[src/rtl/buzzer_arbiter_if.sv]
// CPU-side strobe and status bundle for the buzzer arbiter.
// master = CPU/PIO side, slave = arbiter side.
interface buzzer_arbiter_if #(
  parameter int NUM_PLAYERS = 4,
  parameter int SCORE_W     = 4
);
  logic                           arm;
  logic                           abort;
  logic                           judge_valid;
  logic                           judge_correct;
  logic                           clear_scores;
  logic [1:0]                     state;
  logic                           winner_valid;
  logic [1:0]                     winner_id;
  logic [NUM_PLAYERS-1:0]         winner_onehot;
  logic [NUM_PLAYERS-1:0]         lockout;
  logic                           timeout;
  logic [NUM_PLAYERS*SCORE_W-1:0] scores;

  modport master (
    output arm, abort, judge_valid, judge_correct, clear_scores,
    input  state, winner_valid, winner_id, winner_onehot, lockout, timeout, scores
  );

  modport slave (
    input  arm, abort, judge_valid, judge_correct, clear_scores,
    output state, winner_valid, winner_id, winner_onehot, lockout, timeout, scores
  );
endinterface

[src/rtl/buzzer_arbiter.sv]
// Quiz buzzer arbiter: debounced KEY inputs, round-robin grant of the
// answer slot, answer-window timer, per-player saturating scores.
module buzzer_arbiter #(
  parameter int NUM_PLAYERS     = 4,
  parameter int DEBOUNCE_CYCLES = 50000,
  parameter int ANSWER_CYCLES   = 250000000,
  parameter int SCORE_W         = 4
) (
  input  logic                   clk_clk,
  input  logic                   reset_reset,
  input  logic [NUM_PLAYERS-1:0] buttons_n,
  buzzer_arbiter_if.slave        bus
);

  localparam int DW = $clog2(DEBOUNCE_CYCLES + 1);
  localparam int TW = $clog2(ANSWER_CYCLES + 1);
  localparam logic [DW-1:0] DB_LAST = DW'(DEBOUNCE_CYCLES - 1);
  localparam logic [TW-1:0] T_LOAD  = TW'(ANSWER_CYCLES - 1);

  typedef enum logic [1:0] {
    ST_IDLE   = 2'd0,
    ST_ARMED  = 2'd1,
    ST_ANSWER = 2'd2
  } state_t;

  state_t                          r_state;
  state_t                          w_state_nxt;

  logic [NUM_PLAYERS-1:0]          r_sync1;
  logic [NUM_PLAYERS-1:0]          r_sync2;
  logic [NUM_PLAYERS-1:0]          w_level;
  logic [NUM_PLAYERS-1:0]          r_deb;
  logic [NUM_PLAYERS-1:0]          r_deb_d;
  logic [NUM_PLAYERS-1:0][DW-1:0]  r_dbcnt;
  logic [NUM_PLAYERS-1:0]          w_press;

  logic [1:0]                      r_winner;
  logic [1:0]                      r_rr;
  logic [NUM_PLAYERS-1:0]          r_lockout;
  logic [TW-1:0]                   r_timer;
  logic                            r_timeout;
  logic [NUM_PLAYERS*SCORE_W-1:0]  r_scores;

  logic [NUM_PLAYERS-1:0]          w_req;
  logic                            w_grant_any;
  logic [1:0]                      w_grant_id;
  logic [2:0]                      w_sum;
  logic [2:0]                      w_rr_sum;
  logic [1:0]                      w_rr_nxt;

  logic                            w_in_answer;
  logic                            w_verdict;
  logic                            w_hit;
  logic                            w_expire;
  logic                            w_miss;
  logic [NUM_PLAYERS-1:0]          w_winner_dec;
  logic [NUM_PLAYERS-1:0]          w_lock_miss;
  logic                            w_all_locked;

  // Two-flop synchroniser on the raw active-low keys; resets to released.
  always_ff @(posedge clk_clk or posedge reset_reset) begin
    if (reset_reset) begin
      r_sync1 <= '1;
      r_sync2 <= '1;
    end else begin
      r_sync1 <= buttons_n;
      r_sync2 <= r_sync1;
    end
  end

  assign w_level = ~r_sync2;

  // Debounce: the counter runs only while the synchronised level disagrees
  // with the accepted level, so any bounce back clears it.
  always_ff @(posedge clk_clk or posedge reset_reset) begin
    if (reset_reset) begin
      r_deb   <= '0;
      r_deb_d <= '0;
      r_dbcnt <= '0;
    end else begin
      r_deb_d <= r_deb;
      for (int unsigned i = 0; i < NUM_PLAYERS; i++) begin
        if (w_level[i] == r_deb[i]) begin
          r_dbcnt[i] <= '0;
        end else if (r_dbcnt[i] == DB_LAST) begin
          r_deb[i]   <= w_level[i];
          r_dbcnt[i] <= '0;
        end else begin
          r_dbcnt[i] <= r_dbcnt[i] + DW'(1);
        end
      end
    end
  end

  assign w_press = r_deb & ~r_deb_d;

  // Round-robin search for the first eligible press at or above r_rr.
  always_comb begin
    w_req       = w_press & ~r_lockout;
    w_grant_any = 1'b0;
    w_grant_id  = '0;
    w_sum       = '0;
    for (int unsigned k = 0; k < NUM_PLAYERS; k++) begin
      w_sum = {1'b0, r_rr} + 3'(k);
      if (w_sum >= 3'(NUM_PLAYERS)) w_sum = w_sum - 3'(NUM_PLAYERS);
      if (!w_grant_any && w_req[w_sum[1:0]]) begin
        w_grant_any = 1'b1;
        w_grant_id  = w_sum[1:0];
      end
    end
    w_rr_sum = {1'b0, w_grant_id} + 3'd1;
    if (w_rr_sum >= 3'(NUM_PLAYERS)) w_rr_sum = '0;
    w_rr_nxt = w_rr_sum[1:0];
  end

  // Round events: verdicts, window expiry, and the lockout a miss would leave.
  always_comb begin
    w_in_answer  = (r_state == ST_ANSWER);
    w_verdict    = w_in_answer & bus.judge_valid;
    w_hit        = w_verdict & bus.judge_correct;
    w_expire     = w_in_answer & (r_timer == '0) & ~bus.judge_valid;
    w_miss       = (w_verdict & ~bus.judge_correct) | w_expire;
    w_winner_dec = NUM_PLAYERS'(1) << r_winner;
    w_lock_miss  = r_lockout | w_winner_dec;
    w_all_locked = &w_lock_miss;
  end

  // FSM state register.
  always_ff @(posedge clk_clk or posedge reset_reset) begin
    if (reset_reset) r_state <= ST_IDLE;
    else             r_state <= w_state_nxt;
  end

  // FSM next-state; abort overrides every other event.
  always_comb begin
    w_state_nxt = r_state;
    if (bus.abort) begin
      w_state_nxt = ST_IDLE;
    end else begin
      case (r_state)
        ST_IDLE:   if (bus.arm) w_state_nxt = ST_ARMED;
        ST_ARMED:  if (w_grant_any) w_state_nxt = ST_ANSWER;
        ST_ANSWER: begin
          if (w_hit)       w_state_nxt = ST_IDLE;
          else if (w_miss) w_state_nxt = w_all_locked ? ST_IDLE : ST_ARMED;
        end
        default:   w_state_nxt = ST_IDLE;
      endcase
    end
  end

  // Round datapath: grant capture, answer timer, lockout and timeout pulse.
  always_ff @(posedge clk_clk or posedge reset_reset) begin
    if (reset_reset) begin
      r_winner  <= '0;
      r_rr      <= '0;
      r_lockout <= '0;
      r_timer   <= '0;
      r_timeout <= 1'b0;
    end else begin
      r_timeout <= w_expire & ~bus.abort;
      if (bus.abort) begin
        r_winner  <= '0;
        r_lockout <= '0;
        r_timer   <= '0;
      end else begin
        case (r_state)
          ST_IDLE: if (bus.arm) r_lockout <= '0;
          ST_ARMED: begin
            if (w_grant_any) begin
              r_winner <= w_grant_id;
              r_rr     <= w_rr_nxt;
              r_timer  <= T_LOAD;
            end
          end
          ST_ANSWER: begin
            if (r_timer != '0) r_timer <= r_timer - TW'(1);
            if (w_hit)       r_lockout <= '0;
            else if (w_miss) r_lockout <= w_all_locked ? '0 : w_lock_miss;
          end
          default: ;
        endcase
      end
    end
  end

  // Scores: clear has priority over a coincident correct verdict.
  always_ff @(posedge clk_clk or posedge reset_reset) begin
    if (reset_reset) begin
      r_scores <= '0;
    end else if (bus.clear_scores) begin
      r_scores <= '0;
    end else if (w_hit && !bus.abort) begin
      for (int unsigned i = 0; i < NUM_PLAYERS; i++) begin
        if (r_winner == 2'(i) && r_scores[i*SCORE_W +: SCORE_W] != '1)
          r_scores[i*SCORE_W +: SCORE_W] <= r_scores[i*SCORE_W +: SCORE_W] + SCORE_W'(1);
      end
    end
  end

  // Output drive; the one-hot grant is only visible during the answer window.
  always_comb begin
    bus.state         = r_state;
    bus.winner_valid  = (r_state == ST_ANSWER);
    bus.winner_id     = r_winner;
    bus.winner_onehot = (r_state == ST_ANSWER) ? w_winner_dec : '0;
    bus.lockout       = r_lockout;
    bus.timeout       = r_timeout;
    bus.scores        = r_scores;
  end

endmodule

[src/flat_wrapper.sv]
// flat-port wrapper written by rule: the top's interface ports become plain ports
module buzzer_arbiter_flat 
#(
  parameter int NUM_PLAYERS     = 4,
  parameter int DEBOUNCE_CYCLES = 50000,
  parameter int ANSWER_CYCLES   = 250000000,
  parameter int SCORE_W         = 4
)
  (clk_clk, reset_reset, buttons_n, bus_arm, bus_abort, bus_judge_valid, bus_judge_correct, bus_clear_scores, bus_state, bus_winner_valid, bus_winner_id, bus_winner_onehot, bus_lockout, bus_timeout, bus_scores);
  buzzer_arbiter_if #(.NUM_PLAYERS(NUM_PLAYERS), .SCORE_W(SCORE_W)) bus_i ();
  input  logic clk_clk;
  input  logic reset_reset;
  input  logic [NUM_PLAYERS-1:0] buttons_n;
  input wire logic [$bits(bus_i.arm)-1:0] bus_arm;
  input wire logic [$bits(bus_i.abort)-1:0] bus_abort;
  input wire logic [$bits(bus_i.judge_valid)-1:0] bus_judge_valid;
  input wire logic [$bits(bus_i.judge_correct)-1:0] bus_judge_correct;
  input wire logic [$bits(bus_i.clear_scores)-1:0] bus_clear_scores;
  output wire logic [$bits(bus_i.state)-1:0] bus_state;
  output wire logic [$bits(bus_i.winner_valid)-1:0] bus_winner_valid;
  output wire logic [$bits(bus_i.winner_id)-1:0] bus_winner_id;
  output wire logic [$bits(bus_i.winner_onehot)-1:0] bus_winner_onehot;
  output wire logic [$bits(bus_i.lockout)-1:0] bus_lockout;
  output wire logic [$bits(bus_i.timeout)-1:0] bus_timeout;
  output wire logic [$bits(bus_i.scores)-1:0] bus_scores;
  assign bus_i.arm = bus_arm;
  assign bus_i.abort = bus_abort;
  assign bus_i.judge_valid = bus_judge_valid;
  assign bus_i.judge_correct = bus_judge_correct;
  assign bus_i.clear_scores = bus_clear_scores;
  assign bus_state = bus_i.state;
  assign bus_winner_valid = bus_i.winner_valid;
  assign bus_winner_id = bus_i.winner_id;
  assign bus_winner_onehot = bus_i.winner_onehot;
  assign bus_lockout = bus_i.lockout;
  assign bus_timeout = bus_i.timeout;
  assign bus_scores = bus_i.scores;
  buzzer_arbiter #(.NUM_PLAYERS(NUM_PLAYERS), .DEBOUNCE_CYCLES(DEBOUNCE_CYCLES), .ANSWER_CYCLES(ANSWER_CYCLES), .SCORE_W(SCORE_W)) u_core (.clk_clk(clk_clk), .reset_reset(reset_reset), .buttons_n(buttons_n), .bus(bus_i));
endmodule
[config.mk]
export PLATFORM = sky130hd
export DESIGN_NAME = buzzer_arbiter_flat
export DESIGN_NICKNAME = d
export VERILOG_FILES = /design/src/rtl/buzzer_arbiter_if.sv /design/src/rtl/buzzer_arbiter.sv /design/src/flat_wrapper.sv
export SDC_FILE = /design/constraint.sdc
export NUM_CORES = 1
export LEC_CHECK = 0
export CELL_PAD_IN_SITES_DETAIL_PLACEMENT = 1
export CELL_PAD_IN_SITES_GLOBAL_PLACEMENT = 1
export CORE_ASPECT_RATIO = 0.8
export CORE_MARGIN = 2
export CORE_UTILIZATION = 45
export DETAILED_ROUTE_END_ITERATION = 7
export PLACE_DENSITY_LB_ADDON = 0.2
export SYNTH_ARGS = -nofsm -noshare
export SYNTH_HDL_FRONTEND = slang
export SYNTH_SLANG_ARGS = --single-unit
[constraint.sdc]
create_clock -name clk_clk -period 7.68 [get_ports clk_clk]
set_input_delay 0.768 -clock clk_clk [delete_from_list [all_inputs] [get_ports clk_clk]]
set_output_delay 0.768 -clock clk_clk [all_outputs]
set_load 0.05 [all_outputs]
Word-level counts from Yosys, hierarchy flattened
Index checks and enable logic that the tools add are counted.
W data, S select, Z words.
{"block": "classes", "add_sub_neg": 17, "n_lt_le_gt_ge": 9, "n_eq_ne": 21, "shift": 1, "muxes": 56, "n_bitwise": 20, "reduce_logical": 39}
{"cell": "$mux W16", "count": 10}
{"cell": "$mux W28", "count": 3}
{"cell": "$add A16 B1 Y16 const B", "count": 4}
{"cell": "$eq A16 B16 Y1 const B", "count": 4}
{"cell": "$pmux W28 S2", "count": 1}
{"cell": "$mux W4", "count": 10}
{"cell": "$mux W2", "count": 17}
{"cell": "$logic_not A28 Y1", "count": 1}
{"cell": "$reduce_bool A28 Y1", "count": 1}
{"cell": "$sub A28 B1 Y28 const B", "count": 1}
{"cell": "$reduce_and A2 Y1", "count": 9}
{"cell": "$add A4 B1 Y4 const B", "count": 4}
{"cell": "$ne A4 B4 Y1 const B", "count": 4}
{"cell": "$reduce_bool A2 Y1", "count": 7}
{"cell": "$ge A3 B3 Y1 const B", "count": 4}
{"cell": "$lt A2 B3 Y1 const B", "count": 4}
{"cell": "$not A4 Y4", "count": 3}
{"cell": "$reduce_and A3 Y1", "count": 4}
{"cell": "$mux W1", "count": 9}
{"cell": "$and A4 B4 Y4", "count": 2}
{"cell": "$bmux W1 S2", "count": 4}
{"cell": "$logic_and A1 B1 Y1", "count": 8}
{"cell": "$pmux W4 S2", "count": 1}
{"cell": "$sub A2 B1 Y2 const B", "count": 4}
{"cell": "19 further kinds", "count": 44}
{"block": "word_totals", "ff_bits": 135, "input_bits": 11, "out_inout_bits": 30, "word_cells": 184}

Depth between registers and ports, before layout
Gate-level depths: netlist (run 1).
{"block": "depth", "depth_word": 18, "mapped_depth": 9, "ltp_nobuf": 7}

Worst setup path after synthesis (run 1)
Ideal clock, no wire load.
{"block": "synth_path", "path_type": "register to output", "from": "register u_core.r_state[0], in the netlist u_core.bus.state[0]", "to": "output bus_winner_onehot[0]", "t_arrival_ps": 2276, "required_time_ps": 6912, "path_slack_ps": 4636, "stages_incl_launch_ff": 5, "path_buffers": 2, "path_cell_list": "dfrtp_1 nand2b_1 clkbuf_1 buf_1 nor3_1"}
{"block": "synth_between", "elab_chain_len": 2}
{"element": "start: declaration", "line_no": "buzzer_arbiter.sv:26", "text": "state_t r_state;"}
{"element": "start signal: assignment", "line_no": "buzzer_arbiter.sv:131", "text": "else r_state <= w_state_nxt;"}
{"element": "$eq A2 B2 Y1", "line_no": "buzzer_arbiter.sv:206", "text": "bus.winner_onehot = (r_state == ST_ANSWER) ? w_winner_dec : '0;"}
{"element": "$mux W4", "line_no": "buzzer_arbiter.sv:206"}
{"element": "end: declaration", "line_no": "flat_wrapper.sv:22", "text": "output wire logic [$bits(bus_i.winner_onehot)-1:0] bus_winner_onehot;"}
Every way passes these cells.

Worst setup path in the final report (run 1)
{"block": "layout_path", "from": "register u_core.r_state[0], in the netlist u_core.bus.state[0]", "to": "output bus_winner_valid"}
{"block": "layout_between", "elab_chain_len": 1}
{"element": "$eq A2 B2 Y1", "line_no": "buzzer_arbiter.sv:204", "text": "bus.winner_valid = (r_state == ST_ANSWER);"}
{"element": "end: declaration", "line_no": "flat_wrapper.sv:20", "text": "output wire logic [$bits(bus_i.winner_valid)-1:0] bus_winner_valid;"}
Every way passes these cells.

==> results of run 1 <==
[registers in the layout (all words and copies together), names as in the netlist, 4 cells and up]
signal,count
u_core.bus.lockout,4
u_core.bus.scores,16
u_core.r_dbcnt,64
u_core.r_deb,4
u_core.r_deb_d,4
u_core.r_sync1,4
u_core.r_sync2,4
u_core.r_timer,28
[power by group through the flow]
stage          registers (mW)  clock network [mW]  logic [mW]
2_1_floorplan           0.744                   0      0.0331
3_3_place_gp            0.741                   0      0.0553
3_5_place_dp            0.742                   0      0.0572
4_1_cts                 0.730               0.892      0.0580
5_1_grt                 0.731               0.923      0.0641
6_report                0.730               0.872      0.0559
[worst min-delay path by stage]
stage | from | end | slack, ps | depth (start not counted)
final | u_core.r_sync1[0]$_DFF_PP1_ | u_core.r_sync2[0]$_DFF_PP1_ | 360 | 0
after global routing | u_core.r_sync1[0]$_DFF_PP1_ | u_core.r_sync2[0]$_DFF_PP1_ | 360 | 0
after CTS | u_core.r_sync1[0]$_DFF_PP1_ | u_core.r_sync2[0]$_DFF_PP1_ | 360 | 0
after detailed placement | u_core.r_sync1[0]$_DFF_PP1_ | u_core.r_sync2[0]$_DFF_PP1_ | 350 | 0
after global placement | u_core.r_sync1[3]$_DFF_PP1_ | u_core.r_sync2[3]$_DFF_PP1_ | 350 | 0
after floorplan | u_core.r_sync1[0]$_DFF_PP1_ | u_core.r_sync2[0]$_DFF_PP1_ | 350 | 0
[synth_stat cells, types with 9 or more instances]
master	n	area share, %
and3_1	20	1.8
a31oi_1	9	0.83
nor3_1	34	2.5
nor2_1	122	6.8
nand2_1	56	3.1
xnor2_1	47	6.1
clkbuf_1	26	1.4
nor4_1	13	1.2
o21ai_0	9	0.66
a21oi_1	21	1.5
nand2b_1	9	0.83
ha_1	10	1.8
dfrtp_1	127	47
nand3_1	35	2.6
inv_1	12	0.66
mux2i_1	10	1.5
nand4_1	21	1.9
xor2_1	25	3.2
[critical path, delay by kind of cell, from the launching register on]
family / cells / cell delay, ps
buf+inv: 2 / 1610
flops: 1 / 430
simple gates: 1 / 540
[cell type report]
type                    instances  area [sq um]
clock buffers                  18         439.2
clock inverters                14         196.4
fillers                      1629          6923
inverters                      12         50.05
multi-input cells             531          3208
flip-flops and latches        135          3388
well taps                     189         236.5
repair buffers                 43         422.9
[kinds of logic after synthesis]
group,synth area share (%)
fa+ha+maj,1.845
mux,1.642
xor+xnor,9.299
simple gates,26.79
compound gates,7.731
buf+inv,2.731
flops,49.96
[per-layer routing]
metal	vias to the layer above	global-route usage (%)	wire length (um)
met5	-	0	0
met4	0	6.533	204
met3	14	4.324	514
met2	84	35.66	7680
met1	2754	29.62	8012
li1	2568	-	-
[stage by stage]
stage	instance area, sq um	instances	hold slack, ps	util (%)	setup WS (ps)
final	7941	942	356.2	53.43	3908
after CTS	7941	942	356.8	53.43	3886
after floorplan	6782	712	345.2	-	3314
after global routing	7941	942	361.1	53.43	3710
after detailed placement	7306	910	347.5	49.15	4362
after global placement	7306	910	346.7	49.15	4451
==> summary.txt, run 1 <==
Layout
  – Most frequent cells in the layout: dfrtp_1, nor2_1, nand2_1
  – Synth-to-layout area growth: 17.10%
  – Layout cell share with drive strength beyond 1: just under 8%
  – # diodes: 0
  – Final #Nets: 761
  – Commonest non-fill, non-tap cell in the layout: dfrtp_1

STA
  – # setup viols final: 0
  – Slew HR: 23.05%
  – Layout Skew: around 16 ps
  – Max-slew violations: 0
  – Slew @ Worst Pin: roughly 1100 ps
  – Clock period minus worst slack: about 3800 ps
  – Fmax: roughly 0.27 GHz
  – RSZ-0062 raised after global routing: false
  – Fin crit share: 49.11%
  – Final setup TNS: 0 ps
  – Final hold vios: 0

Worst setup path
  – Reg-to-Reg End: u_core.bus.lockout[2]$_DFFE_PP0P_
  – Critical path arrival: about 3000 ps
  – Worst Setup Start Kind: flop
  – Kind of critical path: flop to primary output
  – Worst r2r path cells: 5
  – Cell Chain, Critical Path: nand2b_1 > inv_1 > clkdlybuf4s50_1
  – FF-to-FF setup slack: approximately 4400 ps
  – Setup crit end: bus_winner_valid
  – Kind of end point of the critical path: primary output
  – Worst Path Required: approximately 7000 ps
  – Worst-path fanout max: 20
  – CP peak stage delay: 930 ps
  – RR Startpoint: u_core.r_timer[10]$_DFFE_PP0P_
  – Slowest CP cell: clkdlybuf4s50_1
  – Crit. Startpoint: u_core.bus.state[0]$_DFFE_PP0P_

Placement
  – Hpwl dp: between 10 and 15 mm
  – Final GP Congestion: 0.7908
  – Buffers on Ports: 40

Pwr
  – Tot Pwr: ~1.7 mW
  – P_int: ~1.3 mW
  – Leak Pwr: roughly 3.4 nW
  – Switching part of the total: between 20% and 30%
  – Flop pwr share: 44.0%
  – Peak supply drop: 0.0001418 V
  – Clock share of power: 52.6%
  – P_sw: 0.3643 mW
  – Logic pwr share: under 10%
  – Power Dens Cells: about 210 nW/um^2

Synth
  – Synth cell types: 56
  – Post-Synthesis Cells: just over 700
  – Seq/Total Area, Yosys: between 40% and 50%
  – Netlist area before placement: between 6000 and 7000 sq um
  – Flops & latches, synth: about 140
  – Synth Flop Type: dfrtp_1
  – EDFF count, synth: 0
  – Mapped Nets: between 700 and 800
  – Syn_area_per_cell: 9.525 sq um
  – Yosys warnings: 0
  – Async SR Flop Fraction: 100.0%

Clock tree
  – Clock buffer count from CTS: 17
  – Root buf cell: clkbuf_16
  – CTS resizes: 0
  – Reg clk slew, reported paths: around 60 ps
  – Post-CTS setup buffer count: 0
  – # hold bufs at CTS: 0
  – TritonCTS clock tree: yes
  – Clock sinks: ~140
  – Clk buf depth: 2
  – H-tree levels: 4
  – Worst skew pair latency: around 430 ps

Die
  – Chip height: about 110 um
  – Core ar.: roughly 15000 sq um
  – Num rows: 40
  – I/O pin cnt: 41
  – Die width: around 140 um
  – Starting Density: 45.62%
  – Die area: ~16000 sq um

Routing
  – Vias per cell: ~5.8
  – Iter 0 DRT Violations: about 250
  – Detailed Route WL: approximately 16 mm
  – Drt pass-1 iters: 4
  – # DRC: 0
  – Via count: roughly 5400
  – ANT nets after route: 0
  – WL per Instance: 17.42 um

Global routing
  – Initial antenna violation count: 0
  – GRT overflow: 0
  – Largest net degree at the start of global routing: 87
  – Vias in the first global route: between 5000 and 6000
  – GRT Resource Usage Total: a little over a fifth
  – First-pass GRT wire length: 28.17 mm

Outcome
  – Outcome: finished clean

Worst hold path
  – Hold Path Class: flop to flop

Job
  – Total of max-cap violations: 0
(Power assumes the default switching activity.)
==> run 2, diff against run 1 <==
==> constraint.sdc (replaced) <==
create_clock -name clk_clk -period 3.5 [get_ports clk_clk]
set_input_delay 0.35 -clock clk_clk [delete_from_list [all_inputs] [get_ports clk_clk]]
set_output_delay 0.35 -clock clk_clk [all_outputs]
set_load 0.05 [all_outputs]
==> run 2 against run 1 <==
Cell area increased by 0.17%. Non-clock buffer count up 9. Via count is 2.2% higher. Sequential share of layout area down 0.074 points. Clock skew down 7.5 ps. Register-to-register slack lost 3800 ps. Critical path depth stayed put. Critical endpoint unchanged. Largest power group unchanged.
==> summary.txt, run 2 (synthesis gave the netlist of run 1 again) <==
Placement
  – Final GP Congestion: 0.8249 (+4.3%)
  – Hpwl dp: 11.53 mm (+4.4%)
  – Buffers on Ports: 40 (unchanged)
  – Pre-CTS setup slack: 645.2 ps (-3717 ps)
  – DP Area: 7397 sq um (+1.3%)

Layout
  – Commonest non-fill, non-tap cell in the layout: dfrtp_1
  – Fill cell count: 1658 (+1.8%)
  – Register with the most flip-flops: u_core.r_dbcnt
  – Final #Nets: 770 (+1.2%)
  – Number of flip-flops in the largest register: 64 (unchanged)
  – FF/Latch Area: 3388 sq um (unchanged)
  – Post-layout util: 53.52% (+0.093 points)
  – Design area: 7955 sq um (+0.17%)
  – Most frequent cells in the layout: dfrtp_1, nor2_1, nand2_1
  – # diodes: 0 (unchanged)
  – Area of the multi-input gates: 3208 sq um (unchanged)
  – Synth-to-layout area growth: 17.31%
  – Layout cell share with drive strength beyond 1: 8.793% (+1.1 points)

STA
  – # setup viols final: 0 (unchanged)
  – Clock period minus worst slack: 2948 ps
  – Worst setup margin: 552.0 ps (-3356 ps)
  – Fmax: ~0.34 GHz
  – Layout Skew: 8.274 ps (-7.501 ps)
  – Slew @ Worst Pin: 931.8 ps (-216.2 ps)
  – Final setup TNS: 0 ps (unchanged)
  – Max-slew violations: 0 (unchanged)
  – Fin crit share: between 80 and 90%
  – RSZ-0062 raised after global routing: false
  – Slew HR: 37.09% (+14 points)
  – Final hold vios: 0 (unchanged)

Outcome
  – Outcome: finished clean

Worst setup path
  – Worst-path fanout max: 10 (-50%)
  – CP bufs+invs: 2 (unchanged)
  – Worst Setup Start Kind: flop
  – Kind of critical path: flop to primary output
  – CP peak stage delay: 870 ps (-60 ps)
  – Worst r2r path cells: 5 (unchanged)
  – Cell Chain, Critical Path: nand2b_1 > inv_1 > clkdlybuf4s50_1
  – Critical path arrival: 2600 ps (-400 ps)
  – Reg-to-Reg End: u_core.bus.lockout[1]$_DFFE_PP0P_
  – Kind of end point of the critical path: primary output
  – RR Startpoint: u_core.r_timer[10]$_DFFE_PP0P_
  – Critical Path Stages: 3 (unchanged)
  – Crit. Startpoint: u_core.bus.state[0]$_DFFE_PP0P_
  – Slowest CP cell: clkdlybuf4s50_1
  – Delay-heaviest family, CP: buffers and inverters
  – Worst Path Required: 3150 ps (-3760 ps)
  – Setup crit end: bus_winner_valid
  – FF-to-FF setup slack: 560 ps (-3820 ps)

Worst hold path
  – Hold Path Class: input pin to flop
  – Hold depth: 1 (+1)

Global routing
  – First-pass GRT wire length: 29.84 mm (+5.9%)
  – GRT Resource Usage Total: 23.12% (+1.3 points)
  – Largest net degree at the start of global routing: 45 (-48%)
  – Initial antenna violation count: 0 (unchanged)
  – Vias in the first global route: 5844 (+1.1%)
  – GRT overflow: 0 (unchanged)

Clock tree
  – Root buf cell: clkbuf_16
  – CTS resizes: 0 (unchanged)
  – H-tree levels: 4 (unchanged)
  – Clock sinks: 135 (unchanged)
  – Clk buf depth: 2 (unchanged)
  – Clock buffer count from CTS: 17 (unchanged)
  – Worst skew pair latency: 420 ps (about the same)
  – Post-CTS setup buffer count: 0 (unchanged)
  – TritonCTS clock tree: yes
  – # hold bufs at CTS: 0 (unchanged)
  – Reg clk slew, reported paths: 60 ps (about the same)

Die
  – Core ar.: 14860 sq um (unchanged)
  – I/O pin cnt: 41 (unchanged)
  – Die width: 141.3 um (unchanged)
  – Num rows: 40 (unchanged)
  – Die area: 16070 sq um (unchanged)
  – Starting Density: 45.62% (unchanged)
  – Chip height: 113.8 um (unchanged)

Routing
  – Detailed Route WL: 17.26 mm (+5.2%)
  – Iter 0 DRT Violations: 404 (+60%)
  – ANT nets after route: 0 (unchanged)
  – WL per Instance: 18.15 um (+4.2%)
  – Vias per cell: 5.822 (+1.2%)
  – Drt pass-1 iters: 4 (unchanged)
  – # DRC: 0 (unchanged)
  – Via count: 5537 (+2.2%)

Pwr
  – Leak Pwr: 3.418 nW (+0.62%)
  – Peak supply drop: 0.0003233 V (+130%)
  – Power Dens Cells: 431.6 nW/um^2 (+110%)

Job
  – Total of max-cap violations: 0 (unchanged)
[run 2: changes by cell type in the layout (fill, tap and decap cells not counted), sizes merged]
| cell | change |
|---|---|
| clkinvlp | +1 |
| clkbuf | +1 |
| inv | -3 |
| buf | +9 |
| bufinv | -3 |
| clkinv | +4 |
[run 2: through the flow]
step / total power [mW] / std cells / hold WS (ps)
2_1_floorplan: 1.705 / 712 / 345.2
3_3_place_gp: 1.754 / 919 / 347.4
3_5_place_dp: 1.761 / 919 / 349.1
4_1_cts: 3.470 / 951 / 321.5
5_1_grt: 3.557 / 951 / 331.9
6_report: 3.433 / 951 / 338.0
[run 2: final cells by class]
class	count	share of cell area, %
well taps	189	2.973
multi-input cells	531	40.33
clock inverters	13	1.321
repair buffers	52	6.480
flip-flops and latches	135	42.59
clock buffers	19	5.694
inverters	12	0.6134
[run 2: worst min path at each step]
stage	startpoint	to
floorplan	u_core.r_sync1[0]$_DFF_PP1_	u_core.r_sync2[0]$_DFF_PP1_
CTS	buttons_n[3]	u_core.r_sync1[3]$_DFF_PP1_
finish	buttons_n[2]	u_core.r_sync1[2]$_DFF_PP1_
global route	buttons_n[3]	u_core.r_sync1[3]$_DFF_PP1_
detailed placement	u_core.r_sync1[1]$_DFF_PP1_	u_core.r_sync2[1]$_DFF_PP1_
global placement	u_core.r_sync1[2]$_DFF_PP1_	u_core.r_sync2[2]$_DFF_PP1_
[run 2: power breakdown]
group          switching [mW]  internal (mW)
Clock                   0.692           1.01
Sequential             0.0185           1.58
Combinational          0.0886         0.0423
Total                   0.799           2.63
[run 2: per-layer routing]
layer	up-vias	share of wire, %	GRT usage [%]
met5	-	0	0
met2	100	47	37.28
met3	11	4.0	5.793
met4	0	0.76	6.333
li1	2601	-	-
met1	2825	48	31.37
==> edit 1, RTL diff (config.mk and constraints of run 1) <==
Add an input register stage for `buttons_n`, with the module's reset; this delays it by one clock. The other inputs are not delayed to match.
--- a/src/rtl/buzzer_arbiter.sv
+++ b/src/rtl/buzzer_arbiter.sv
@@ -25,2 +25,12 @@
 
+  logic [NUM_PLAYERS-1:0] buttons_n_q;
+
+  always_ff @(posedge clk_clk or posedge reset_reset) begin
+    if (reset_reset) begin
+      buttons_n_q <= '0;
+    end else begin
+      buttons_n_q <= buttons_n;
+    end
+  end
+
   state_t                          r_state;
@@ -65,3 +75,3 @@
     end else begin
-      r_sync1 <= buttons_n;
+      r_sync1 <= buttons_n_q;
       r_sync2 <= r_sync1;
Function: no difference found for any inputs over 10 cycles, from zero or initial values and one cycle with reset_reset high; that may be too few to reach the edited logic, so the function may still have changed.
==> edit 1 against run 1 <==
Sequential share of layout area is 1.1 points higher; synthesized area is 1.3% higher; total power is 2.2% lower; core utilization is 0.17 points lower; routed wire length is 0.25% higher; via count is 1.1% lower; final area is 0.36% higher; hold slack worse by 0.0047 ns; worst setup slack worse by 0.24 ns; first-iteration DRC count is 29% higher; sequential cell count is 4 higher; combinational power is 1% higher; die area is 1.2% higher.
==> edit 1: results (changes against run 1) <==
status=completed (unchanged); Layout Nets=753 (was 761); post-synthesis sequential area ratio=50.8% (was 50.0%); routed via count=5,359 (was 5,420); Post-Route M1 WL=7910 µm (was 8010 µm); Inverters=17 (was 12); top cells by area, synth=dfrtp_1 (48%), nor2_1 (6.7%), xnor2_1 (6.5%), dfstp_2 (3.1%), xor2_1 (2.7%) (was dfrtp_1 (47%), nor2_1 (6.8%), xnor2_1 (6.1%), xor2_1 (3.2%), dfstp_2 (3.1%)); Fillers=1,660 (was 1,629); post-DP HPWL=11,300 µm (was 11,000 µm); DP Worst Slack=4.16 ns (was 4.36 ns); largest net degree at the start of global routing=74 (was 87); skew final=0.0106 ns (was 0.0158 ns); first-pass GRT wire length=27,900 µm (was 28,200 µm); Post-synth top cells=dfrtp_1 (131), nor2_1 (123), xnor2_1 (51) (was dfrtp_1 (127), nor2_1 (122), nand2_1 (56)); WHS=0.351 ns (was 0.356 ns); multi-input gate area in the final layout=3170 µm² (was 3210 µm²); Layout area overhead=16.1% (was 17.1%); Detail Route met2 WL=7710 µm (was 7680 µm); synth unique cells=63 (was 56); WL met3=654 µm (was 514 µm); average wire per standard cell=17.6 µm (was 17.4 µm); multi-input logic cell count=514 (was 531); vias in the first global route=5,527 (was 5,781); final WL=16,500 µm (was 16,400 µm); overall die width=142 µm (was 141 µm); non-clk buf share=5.31% (was 5.33%); Leak=0.00336 µW (was 0.00340 µW); met2 usage=35.3% (was 35.7%); per-instance average area after synthesis=9.81 µm² (was 9.52 µm²); FF+latch count=139 (was 135); clk tree area frac=7.36% (was 8.00%); hold path endpoint=u_core.r_sync1[2] (was u_core.r_sync2[0]); VDD IR max=140 µV (was 142 µV); HP Start=u_core.buttons_n_q[2] (was u_core.r_sync1[0]); slack of the worst reg-to-reg path=4.29 ns (was 4.38 ns); Final min period=4.01 ns (was 3.77 ns)
-- edit 1: changes by cell type in the layout (fill, tap and decap cells not counted), sizes merged, moves of 7 or more --
cell | before | now
nor3 | 35 | 24
nand3 | 35 | 25
nand2 | 56 | 48
a21oi | 21 | 28
a31oi | 9 | 2
o31ai | 6 | 13
-- edit 1: logic make-up (layout without fill, tap and decap cells) --
group,after synthesis,count (layout),share of synthesized area [%]
AO/OA/AOI/OAI,91,91,9.38
XOR/XNOR,72,72,9.18
adder cells (fa/ha/maj),10,10,1.82
buffers and inverters,47,92,3.08
flip-flops,139,139,50.8
multiplexers,8,8,1.17
AND/OR/NAND/NOR,333,333,24.6
-- edit 1: power groups by stage --
stage	logic (µW)	registers [µW]	clock network, µW
after floorplan	33.3	767	0
after detailed placement	58.1	765	0
after global placement	55.8	764	0
after CTS	58.5	752	829
after global routing	64.0	754	861
final	56.5	752	813
==> edit 2, RTL diff (config.mk and constraints of run 1) <==
Made on the original files. `NUM_PLAYERS` is set to 4 in 3 places; all go to 8.
--- a/src/rtl/buzzer_arbiter_if.sv
+++ b/src/rtl/buzzer_arbiter_if.sv
@@ -3,3 +3,3 @@
 interface buzzer_arbiter_if #(
-  parameter int NUM_PLAYERS = 4,
+  parameter int NUM_PLAYERS = 8,
   parameter int SCORE_W     = 4
--- a/src/rtl/buzzer_arbiter.sv
+++ b/src/rtl/buzzer_arbiter.sv
@@ -3,3 +3,3 @@
 module buzzer_arbiter #(
-  parameter int NUM_PLAYERS     = 4,
+  parameter int NUM_PLAYERS     = 8,
   parameter int DEBOUNCE_CYCLES = 50000,
--- a/src/flat_wrapper.sv
+++ b/src/flat_wrapper.sv
@@ -3,3 +3,3 @@
 #(
-  parameter int NUM_PLAYERS     = 4,
+  parameter int NUM_PLAYERS     = 8,
   parameter int DEBOUNCE_CYCLES = 50000,
Interface: changed (resized bus_lockout, bus_scores, bus_winner_onehot and buttons_n); port bits go from 41 to 69. No check against the original RTL was run, so the function may have changed too.
==> edit 2 against run 1 <==
Final area up 9.3%; non-clock buffer count up 18; core utilization up 1.1 points; die area up 8.2%; sequential share of layout area up 0.41 points; routed wire length up 14%; sequential cell count up 14; worst setup slack better by 0.28 ns; synthesized area up 8.5%; largest cell class unchanged; highest routed layer unchanged.
Power is not compared: it rests on default switching activity, and its combinational part moved more than twofold at a synthesized area within 25%.
==> edit 2: results (changes against run 1) <==
drt pass-1 iters=6 (was 4); first-pass GRT wire length=32,200 µm (was 28,200 µm); status=completed (unchanged); Synth Area in Compound Gates=6.95% (was 7.73%); Syn Inst Count=749 (was 712); slack of the worst reg-to-reg path=4.68 ns (was 4.38 ns); initial drt markers=269 (was 253); WL met3=892 µm (was 514 µm); Layout Nets=833 (was 761); RR Endpoint=u_core.r_timer[4] (was u_core.bus.lockout[2]); share of layout cells above drive strength 1=7.22% (was 7.70%); XOR/XNOR share of the synthesized area=10.1% (was 9.30%); largest net degree at the start of global routing=83 (was 87); post-DP HPWL=12,700 µm (was 11,000 µm); mux contribution to synthesized area=1.51% (was 1.64%); hold path endpoint=u_core.r_sync2[3] (was u_core.r_sync2[0]); top cells by area, synth=dfrtp_1 (48%), nor2_1 (6.9%), xor2_1 (6.3%), xnor2_1 (3.8%), dfstp_2 (2.9%) (was dfrtp_1 (47%), nor2_1 (6.8%), xnor2_1 (6.1%), xor2_1 (3.2%), dfstp_2 (3.1%)); post-synthesis sequential area ratio=50.8% (was 50.0%); max_slew headroom=23.1% (about the same); routability cong.=0.787 (was 0.791); met2 usage=37.5% (was 35.7%); VDD IR max=141 µV; TritonCTS Buffers=17 (unchanged); vias in the first global route=6,220 (was 5,781); M3 GR Usage=6.72% (was 4.32%); Detail Route met2 WL=9090 µm (was 7680 µm); average wire per standard cell=18.2 µm (was 17.4 µm); Max FO, Critical Path=27 (was 20); synth unique cells=54 (was 56); met1 Usage GRT=30.7% (was 29.6%); crit path DAT=2.73 ns (was 3.00 ns); Post-synth top cells=dfrtp_1 (141), nor2_1 (135), nand2_1 (56) (was dfrtp_1 (127), nor2_1 (122), nand2_1 (56)); GR Util All Layers=23.1% (was 21.8%); skew final=0.00735 ns (was 0.0158 ns); FF-to-FF Start=u_core.r_timer[8] (was u_core.r_timer[10]); routed via count=5,788 (was 5,420); diode count=0 (unchanged); Final period util=45.5% (was 49.1%); Fillers=1,794 (was 1,629); Post-Route M1 WL=8590 µm (was 8010 µm); IO Port Bufs=56 (was 40); HP Start=u_core.r_sync1[3] (was u_core.r_sync1[0]); Synth Area in Adders=2.38% (was 1.85%); WHS=0.357 ns (was 0.356 ns)
-- edit 2: kinds of logic after synthesis --
logic type	count (synthesis)
other	1
flip-flops	149
AO/OA/AOI/OAI	76
adder cells (fa/ha/maj)	14
buffers and inverters	52
XOR/XNOR	85
AND/OR/NAND/NOR	361
multiplexers	11
-- edit 2: layout make-up --
type / instances / area (µm²) / share of cell area (%)
sequential: 149 / 3740 / 43.1
inverter: 20 / 80.1 / 0.923
tap: 215 / 269 / 3.10
clock inverter: 13 / 163 / 1.87
timing repair buffer: 61 / 598 / 6.89
clock buffer: 19 / 443 / 5.10
multi-input combinational: 555 / 3390 / 39.0
-- edit 2: worst max-delay path, stage by stage, from the launching register on --
cell and delay [ns]:
dfrtp_1 0.45, nand2b_1 0.10, buf_4 0.31, clkinv_1 0.55
clkdlybuf4s50_1 0.88
-- edit 2: stage by stage --
stage / std cells / util [%] / total power [µW] / area [µm²] / setup slack (ns)
after floorplan: 756 / - / 1010 / 7390 / 2.92
after global placement: 1000 / 50.8 / 1050 / 8070 / 4.41
after detailed placement: 1000 / 50.8 / 1060 / 8070 / 4.34
after CTS: 1032 / 54.6 / 1940 / 8680 / 4.18
after global routing: 1032 / 54.6 / 1990 / 8680 / 4.01
final: 1032 / 54.6 / 1920 / 8680 / 4.19
-- edit 2: worst max-delay path by stage --
stage / to / start / slack, ns
floorplan: u_core.bus.lockout[0] / reset_reset / 2.92
global placement: u_core.bus.scores[27] / bus_judge_valid / 4.41
detailed placement: u_core.bus.scores[31] / bus_judge_valid / 4.34
CTS: bus_winner_valid / u_core.bus.state[0] / 4.18
global route: bus_winner_valid / u_core.bus.state[0] / 4.01
finish: bus_winner_valid / u_core.bus.state[1] / 4.19
